--- config.mk ---
export PLATFORM = sky130hd
export DESIGN_NAME = mmc_spi_engine_flat
export DESIGN_NICKNAME = d
export VERILOG_FILES = /design/src/rtl/mmc_pkg.sv /design/src/rtl/mmc_spi_engine_if.sv /design/src/rtl/mmc_spi_byte.sv /design/src/rtl/mmc_spi_engine.sv /design/src/flat_wrapper.sv
export SDC_FILE = /design/constraint.sdc
export NUM_CORES = 1
export LEC_CHECK = 0
export CORE_MARGIN = 2
export CORE_UTILIZATION = 30
export DETAILED_ROUTE_END_ITERATION = 16
export RECOVER_POWER = 50
export SYNTH_ARGS = -nofsm -noshare
export SYNTH_HDL_FRONTEND = slang
export SYNTH_SLANG_ARGS = --single-unit
--- constraint.sdc ---
create_clock -name clk -period 3.3 [get_ports clk]
set_clock_uncertainty 0.05 [all_clocks]
set_input_delay 0.66 -clock clk [delete_from_list [all_inputs] [get_ports clk]]
set_output_delay 0.66 -clock clk [all_outputs]
set_load 0.01 [all_outputs]
--- src/rtl/mmc_pkg.sv ---
// Shared state encodings and constants for the MMC/SD SPI-mode engine.
package mmc_pkg;

    typedef enum logic [3:0] {
        StIdle = 4'd0,
        StInit = 4'd1,
        StCmd  = 4'd2,
        StResp = 4'd3,
        StXfer = 4'd4,
        StStop = 4'd5,
        StDone = 4'd6
    } mmc_state_e;

    localparam logic [7:0]  MMC_IDLE_BYTE  = 8'hFF;
    localparam int unsigned MMC_INIT_BYTES = 10;

    function automatic int unsigned mmc_max3(int unsigned a, int unsigned b, int unsigned c);
        int unsigned m;
        m = (a > b) ? a : b;
        return (m > c) ? m : c;
    endfunction

endpackage

--- src/rtl/mmc_spi_engine_if.sv ---
// CPU request/status bus plus the card-side SPI pins of the MMC engine.
interface mmc_spi_engine_if #(
    parameter int unsigned CMD_BYTES = 6
);
    logic                   speed;
    logic                   init;
    logic                   send;
    logic                   rd;
    logic                   wr;
    logic                   stop;
    logic [8*CMD_BYTES-1:0] cmd;
    logic [7:0]             data_in;
    logic [7:0]             data_out;
    logic                   busy;
    logic                   done;
    logic                   timeout;
    logic [3:0]             state_out;
    logic                   mmc_cs;
    logic                   mmc_di;
    logic                   mmc_do;
    logic                   mmc_sclk;

    modport master (
        output speed, init, send, rd, wr, stop, cmd, data_in, mmc_di,
        input  data_out, busy, done, timeout, state_out, mmc_cs, mmc_do, mmc_sclk
    );

    modport slave (
        input  speed, init, send, rd, wr, stop, cmd, data_in, mmc_di,
        output data_out, busy, done, timeout, state_out, mmc_cs, mmc_do, mmc_sclk
    );
endinterface

--- src/rtl/mmc_spi_byte.sv ---
// SPI mode-0 byte shifter with its own sclk divider; one byte per start pulse.
module mmc_spi_byte #(
    parameter int unsigned DivW = 7
) (
    input  logic            clk_i,
    input  logic            rst_ni,
    input  logic            start_i,
    input  logic [DivW-1:0] half_i,
    input  logic [7:0]      tx_i,
    output logic            busy_o,
    output logic            byte_done_o,
    output logic [7:0]      rx_o,
    output logic            sclk_o,
    output logic            mosi_o,
    input  logic            miso_i
);

    logic            active_q, active_d;
    logic            sclk_q, sclk_d;
    logic [DivW-1:0] cnt_q, cnt_d;
    logic [DivW-1:0] half_q, half_d;
    logic [2:0]      bit_q, bit_d;
    logic [7:0]      tx_q, tx_d;
    logic [7:0]      rx_q, rx_d;
    logic            tick;

    assign tick = active_q && (cnt_q == half_q - DivW'(1));

    always_comb begin
        active_d = active_q;
        sclk_d   = sclk_q;
        cnt_d    = cnt_q;
        half_d   = half_q;
        bit_d    = bit_q;
        tx_d     = tx_q;
        rx_d     = rx_q;
        if (tick) begin
            cnt_d = '0;
            if (!sclk_q) begin
                sclk_d = 1'b1;
                rx_d   = {rx_q[6:0], miso_i};
            end else begin
                // Shift in ones so MOSI idles high once the byte is out.
                sclk_d = 1'b0;
                tx_d   = {tx_q[6:0], 1'b1};
                bit_d  = bit_q + 3'd1;
                if (bit_q == 3'd7) active_d = 1'b0;
            end
        end else if (active_q) begin
            cnt_d = cnt_q + DivW'(1);
        end
        // A start on the final falling edge chains the next byte seamlessly.
        if (start_i) begin
            active_d = 1'b1;
            sclk_d   = 1'b0;
            cnt_d    = '0;
            bit_d    = 3'd0;
            tx_d     = tx_i;
            half_d   = half_i;
        end
    end

    always_ff @(posedge clk_i or negedge rst_ni) begin
        if (!rst_ni) begin
            active_q <= 1'b0;
            sclk_q   <= 1'b0;
            cnt_q    <= '0;
            half_q   <= '0;
            bit_q    <= 3'd0;
            tx_q     <= 8'hFF;
            rx_q     <= 8'hFF;
        end else begin
            active_q <= active_d;
            sclk_q   <= sclk_d;
            cnt_q    <= cnt_d;
            half_q   <= half_d;
            bit_q    <= bit_d;
            tx_q     <= tx_d;
            rx_q     <= rx_d;
        end
    end

    assign busy_o      = active_q;
    assign byte_done_o = tick && sclk_q && (bit_q == 3'd7);
    assign rx_o        = rx_q;
    assign sclk_o      = sclk_q;
    assign mosi_o      = tx_q[7];

endmodule

--- src/rtl/mmc_spi_engine.sv ---
// Sequencer for MMC/SD SPI mode: init clocking, command + R1 poll, byte I/O, CS release.
module mmc_spi_engine
    import mmc_pkg::*;
#(
    parameter int unsigned SLOW_DIV  = 64,
    parameter int unsigned FAST_DIV  = 2,
    parameter int unsigned CMD_BYTES = 6,
    parameter int unsigned RESP_POLL = 16
) (
    input  logic             clk,
    input  logic             reset,
    mmc_spi_engine_if.slave  bus
);

    localparam int unsigned DivW     = $clog2(((SLOW_DIV > FAST_DIV) ? SLOW_DIV : FAST_DIV) + 1);
    localparam int unsigned ByteCntW =
        $clog2(mmc_max3(MMC_INIT_BYTES, CMD_BYTES, RESP_POLL) + 1);
    localparam int unsigned CmdW     = 8 * CMD_BYTES;

    mmc_state_e          state_q, state_d;
    logic                cs_q, cs_d;
    logic [7:0]          data_q, data_d;
    logic                to_q, to_d;
    logic                spd_q, spd_d;
    logic [CmdW-1:0]     cmd_q, cmd_d;
    logic [ByteCntW-1:0] cnt_q, cnt_d;

    logic                byte_start, byte_busy, byte_done, spd_now;
    logic [7:0]          byte_tx, byte_rx;
    logic [DivW-1:0]     byte_half;
    logic                req_any;

    assign req_any   = bus.init | bus.stop | bus.send | bus.wr | bus.rd;
    assign byte_half = spd_now ? DivW'(FAST_DIV) : DivW'(SLOW_DIV);

    always_comb begin
        state_d    = state_q;
        cs_d       = cs_q;
        data_d     = data_q;
        to_d       = to_q;
        spd_d      = spd_q;
        cmd_d      = cmd_q;
        cnt_d      = cnt_q;
        spd_now    = spd_q;
        byte_start = 1'b0;
        byte_tx    = MMC_IDLE_BYTE;
        unique case (state_q)
            StIdle: begin
                // The divider must follow the live speed input on the accept cycle.
                spd_now = bus.speed;
                if (req_any) begin
                    to_d       = 1'b0;
                    spd_d      = bus.speed;
                    cnt_d      = '0;
                    byte_start = 1'b1;
                    if (bus.init) begin
                        state_d = StInit;
                        cs_d    = 1'b1;
                    end else if (bus.stop) begin
                        state_d = StStop;
                        cs_d    = 1'b1;
                    end else if (bus.send) begin
                        state_d = StCmd;
                        cs_d    = 1'b0;
                        byte_tx = bus.cmd[CmdW-1 -: 8];
                        cmd_d   = bus.cmd << 8;
                    end else begin
                        state_d = StXfer;
                        cs_d    = 1'b0;
                        if (bus.wr) byte_tx = bus.data_in;
                    end
                end
            end
            StInit: begin
                if (byte_done) begin
                    if (cnt_q == ByteCntW'(MMC_INIT_BYTES - 1)) begin
                        state_d = StDone;
                    end else begin
                        cnt_d      = cnt_q + ByteCntW'(1);
                        byte_start = 1'b1;
                    end
                end
            end
            StCmd: begin
                if (byte_done) begin
                    byte_start = 1'b1;
                    if (cnt_q == ByteCntW'(CMD_BYTES - 1)) begin
                        state_d = StResp;
                        cnt_d   = '0;
                    end else begin
                        cnt_d   = cnt_q + ByteCntW'(1);
                        byte_tx = cmd_q[CmdW-1 -: 8];
                        cmd_d   = cmd_q << 8;
                    end
                end
            end
            StResp: begin
                if (byte_done) begin
                    if (byte_rx != MMC_IDLE_BYTE) begin
                        data_d  = byte_rx;
                        state_d = StDone;
                    end else if (cnt_q == ByteCntW'(RESP_POLL - 1)) begin
                        data_d  = MMC_IDLE_BYTE;
                        to_d    = 1'b1;
                        state_d = StDone;
                    end else begin
                        cnt_d      = cnt_q + ByteCntW'(1);
                        byte_start = 1'b1;
                    end
                end
            end
            StXfer: begin
                if (byte_done) begin
                    data_d  = byte_rx;
                    state_d = StDone;
                end
            end
            StStop: begin
                if (byte_done) state_d = StDone;
            end
            StDone:  state_d = StIdle;
            default: state_d = StIdle;
        endcase
    end

    always_ff @(posedge clk or negedge reset) begin
        if (!reset) begin
            state_q <= StIdle;
            cs_q    <= 1'b1;
            data_q  <= MMC_IDLE_BYTE;
            to_q    <= 1'b0;
            spd_q   <= 1'b0;
            cmd_q   <= '0;
            cnt_q   <= '0;
        end else begin
            state_q <= state_d;
            cs_q    <= cs_d;
            data_q  <= data_d;
            to_q    <= to_d;
            spd_q   <= spd_d;
            cmd_q   <= cmd_d;
            cnt_q   <= cnt_d;
        end
    end

    mmc_spi_byte #(
        .DivW (DivW)
    ) u_byte (
        .clk_i       (clk),
        .rst_ni      (reset),
        .start_i     (byte_start),
        .half_i      (byte_half),
        .tx_i        (byte_tx),
        .busy_o      (byte_busy),
        .byte_done_o (byte_done),
        .rx_o        (byte_rx),
        .sclk_o      (bus.mmc_sclk),
        .mosi_o      (bus.mmc_do),
        .miso_i      (bus.mmc_di)
    );

    // The shifter only takes a new byte when idle or on its final edge.
    a_start_ok: assert property (@(posedge clk) disable iff (!reset)
        byte_start |-> (!byte_busy || byte_done));

    assign bus.busy      = (state_q != StIdle) && (state_q != StDone);
    assign bus.done      = (state_q == StDone);
    assign bus.timeout   = to_q;
    assign bus.data_out  = data_q;
    assign bus.state_out = state_q;
    assign bus.mmc_cs    = cs_q;

endmodule
--- src/flat_wrapper.sv ---
// flat-port wrapper written by rule: the top's interface ports become plain ports
module mmc_spi_engine_flat import mmc_pkg::*;
#(
    parameter int unsigned SLOW_DIV  = 64,
    parameter int unsigned FAST_DIV  = 2,
    parameter int unsigned CMD_BYTES = 6,
    parameter int unsigned RESP_POLL = 16
)
  (clk, reset, bus_speed, bus_init, bus_send, bus_rd, bus_wr, bus_stop, bus_cmd, bus_data_in, bus_mmc_di, bus_data_out, bus_busy, bus_done, bus_timeout, bus_state_out, bus_mmc_cs, bus_mmc_do, bus_mmc_sclk);
  mmc_spi_engine_if #(.CMD_BYTES(CMD_BYTES)) bus_i ();
  input  logic clk;
  input  logic reset;
  input wire logic [$bits(bus_i.speed)-1:0] bus_speed;
  input wire logic [$bits(bus_i.init)-1:0] bus_init;
  input wire logic [$bits(bus_i.send)-1:0] bus_send;
  input wire logic [$bits(bus_i.rd)-1:0] bus_rd;
  input wire logic [$bits(bus_i.wr)-1:0] bus_wr;
  input wire logic [$bits(bus_i.stop)-1:0] bus_stop;
  input wire logic [$bits(bus_i.cmd)-1:0] bus_cmd;
  input wire logic [$bits(bus_i.data_in)-1:0] bus_data_in;
  input wire logic [$bits(bus_i.mmc_di)-1:0] bus_mmc_di;
  output wire logic [$bits(bus_i.data_out)-1:0] bus_data_out;
  output wire logic [$bits(bus_i.busy)-1:0] bus_busy;
  output wire logic [$bits(bus_i.done)-1:0] bus_done;
  output wire logic [$bits(bus_i.timeout)-1:0] bus_timeout;
  output wire logic [$bits(bus_i.state_out)-1:0] bus_state_out;
  output wire logic [$bits(bus_i.mmc_cs)-1:0] bus_mmc_cs;
  output wire logic [$bits(bus_i.mmc_do)-1:0] bus_mmc_do;
  output wire logic [$bits(bus_i.mmc_sclk)-1:0] bus_mmc_sclk;
  assign bus_i.speed = bus_speed;
  assign bus_i.init = bus_init;
  assign bus_i.send = bus_send;
  assign bus_i.rd = bus_rd;
  assign bus_i.wr = bus_wr;
  assign bus_i.stop = bus_stop;
  assign bus_i.cmd = bus_cmd;
  assign bus_i.data_in = bus_data_in;
  assign bus_i.mmc_di = bus_mmc_di;
  assign bus_data_out = bus_i.data_out;
  assign bus_busy = bus_i.busy;
  assign bus_done = bus_i.done;
  assign bus_timeout = bus_i.timeout;
  assign bus_state_out = bus_i.state_out;
  assign bus_mmc_cs = bus_i.mmc_cs;
  assign bus_mmc_do = bus_i.mmc_do;
  assign bus_mmc_sclk = bus_i.mmc_sclk;
  mmc_spi_engine #(.SLOW_DIV(SLOW_DIV), .FAST_DIV(FAST_DIV), .CMD_BYTES(CMD_BYTES), .RESP_POLL(RESP_POLL)) u_core (.clk(clk), .reset(reset), .bus(bus_i));
endmodule
==> results.toml <==
[layout]
fin_util_pct = 39.1
drive_above_1_share_pct = 13.3
nets = 601
mostFrequentLayoutCell = "nand2_1"
fill_cells = 1511
design_area_um2 = 5950
final_cell_mix = "101 x nand2_1, 75 x clkdlybuf4s50_1, 64 x dfrtp_1"
areaGrowthSynthToFinish_pct = 27.9
antenna_cells = 0

[die]
ios = 83
fp.dieArea_um2 = 16500
core-area_um2 = 15200
chipHeight_um = 129
die_w_um = 129
initial_utilization_pct = 30.6
rows = 45

[yosys]
synthArstFlopShare_pct = 100
synth.distinct_cells = 59
synth_edf_count = 0
synth_area_per_cell_um2 = 10.3
syn_area_um2 = 4650
syn-num-nets = 522
synth_cells = 451
yosysWarnings = 0
synth_flop_cell = "dfrtp_1"
seq_area_frac_synth_pct = 48.5
ys_ff_latch = 89

[clock_network]
cts_buffers = 9
holdBufCountCts = 0
cts-htree-levels = 3
clock_latency_ps = 340
cts_sinks = 89
cts_setup_buffers = 0
clockRootBuffer = "clkbuf_16"
tritoncts = "done"
cts_buffer_depth = 2
ctsResizeCount = 0
clkTransAtPathRegs_ps = 60

[route]
wl_per_cell_um = 15.0
drc_errors = 0
vias = 3548
drtPass1Iterations = 4
routed_wl_um = 10800
drtIter0Drc = 178
vias_per_cell = 4.91
ant_nets = 0

[sta]
fmax_mhz = 363
hold_viol_final = 0
setup_viol_count_final = 0
max-slew-margin-rel_pct = -30.4
fin_crit_ps = 2760
setup_ws_ps = 543
slew_violations = 77
worstMarginPinSlew_ps = 1960
setup-tns-final_ps = 0
post-route-period-util_pct = 83.6
rsz0062_at_grt = "no"

[placed_design]
pre_cts_ws_ps = 365
post_dp_cell_area_um2 = 5680
dp_hpwl_um = 7880
io_buffers = 81
place_congestion = 0.799

[grt]
grt_max_degree = 77
grt_pass1_wl_um = 18000
grt_pass1_vias = 3713
grt-ovfl-total = 0
track_usage_pct = 13.8
antenna_found_initial = 0

[pwr]
p_leak_uw = 0.00253
powerDensity_nw_per_um2 = 701
vdd_drop_max_mv = 0.243

[critical_path]
crit_path_max_incr_delay_ps = 560
crit_family = "compound AO/OA/AOI/OAI gates"
cp_max_fo = 18
setup.worst_path.start_class = "input pin"
timing_worst_setup_path_type = "in2reg"
endpoint_kind = "register"
cp.required_ps = 3470
arrival_ps = 2920
crit_buf_inv = 1
path_cells = "dlygate4sd3_1 > or2_0 > o41a_1 > a31oi_4 > nand2_4 > mux2_1"
crit_slowest_cell = "dlygate4sd3_1"

[run_status]
status = "finished with violations"
violations = "max-capacitance violations, max-slew violations"

[run]
cap_violations = 1

[min_path]
hold_path_class = "reg2reg"
cells in the mapped netlist (2+ instances only):
library cell / number / area share, %
o21ai_0: 15 / 1.6
nor3b_1: 2 / 0.32
o2bb2ai_1: 2 / 0.38
nand4_1: 2 / 0.27
nand4b_1: 4 / 0.75
xor2_1: 2 / 0.38
mux2_1: 42 / 10
mux2_2: 12 / 2.9
dfstp_2: 25 / 14
nor2_1: 19 / 1.5
nor3b_2: 2 / 0.54
nor2b_1: 3 / 0.40
buf_2: 3 / 0.32
nand3_1: 9 / 0.97
clkbuf_1: 11 / 0.89
nand2b_1: 2 / 0.27
nand2_1: 101 / 8.1
a21boi_0: 2 / 0.32
inv_1: 15 / 1.2
ha_1: 6 / 1.6
buf_4: 6 / 0.97
nor3_1: 3 / 0.32
o22ai_1: 9 / 1.2
a21oi_1: 28 / 3.0
and3_1: 2 / 0.27
and2_1: 2 / 0.27
a22oi_1: 2 / 0.32
a32oi_1: 7 / 1.3
nor2_4: 2 / 0.48
mux2i_1: 19 / 4.1
dfrtp_1: 64 / 34
metrics by stage:
stage          hold slack (ps)  instances  power, µW
2_1_floorplan              314        451       2720
3_3_place_gp               421        707       3170
3_5_place_dp               420        707       3230
4_1_cts                    428        723       4220
5_1_grt                    446        723       4450
6_report                   432        723       4170
registers in the layout, summed over array words and instances (netlist names), 2 cells and up:
| signal | count |
|---|---|
| u_core.cnt_q | 5 |
| u_core.u_byte.tx_q | 8 |
| u_core.u_byte.cnt_q | 7 |
| u_core.u_byte.rx_o | 8 |
| u_core.cmd_q | 40 |
| u_core.u_byte.half_q | 2 |
| u_core.bus.data_out | 8 |
| u_core.u_byte.bit_q | 3 |
| u_core.bus.state_out | 3 |
worst register-to-register path: stages, from the launching register on:
cell,delay (ps)
dfrtp_1,430
nor4b_1,510
o2bb2ai_4,270
nand3_4,200
o21ai_4,520
buf_4,280
mux2_1,340
layer usage:
metal  vias to the layer above  GRT usage, %  wire length, µm
met2                        61          23.4             5390
met5                         -             0                0
met1                      1736          17.3             4920
li1                       1741             -                -
met4                         0          4.54              172
met3                        10          3.28              373
report_power, final:
part / switching (µW) / internal, µW
sequential: 279 / 1530
clock: 425 / 557
combinational: 719 / 660
worst paths after layout:
check / endpoint / slack (ps) / cells past startpoint / start
setup reg to reg: u_core.cmd_q[17] / 590 / 6 / u_core.u_byte.cnt_q[1]
max in group asynchronous: u_core.bus.data_out[5] / 1040 / 2 / reset
hold / removal: u_core.spd_q / 430 / 2 / u_core.spd_q
min in group asynchronous: u_core.u_byte.cnt_q[2] / 810 / 1 / reset
setup / recovery: u_core.cnt_q[0] / 540 / 6 / bus_init
hold reg to reg: u_core.spd_q / 430 / 2 / u_core.spd_q
logic make-up (layout without fill, tap and decap cells):
logic type,after synthesis,count (layout),share of synthesized area [%]
muxes,73,73,17.2
xor gates and xnor gates,4,4,1.05
AOI/OAI and AO/OA,79,79,11.4
adders and majority gates,6,6,1.61
DFF,89,89,48.5
other,1,1,0.0806
and+or+nand+nor,162,162,16.6
buffers and inverters,37,121,3.55
cell type report:
cell class | instances | area [µm²] | area share (%)
multi-input combinational | 325 | 2240 | 37.6
clock buffer | 12 | 258 | 4.33
tap | 188 | 235 | 3.95
sequential | 89 | 2260 | 38.0
clock inverter | 4 | 27.5 | 0.463
timing repair buffer | 89 | 875 | 14.7
inverter | 16 | 60.1 | 1.01
Note: power is estimated with default switching activity, not from simulation.
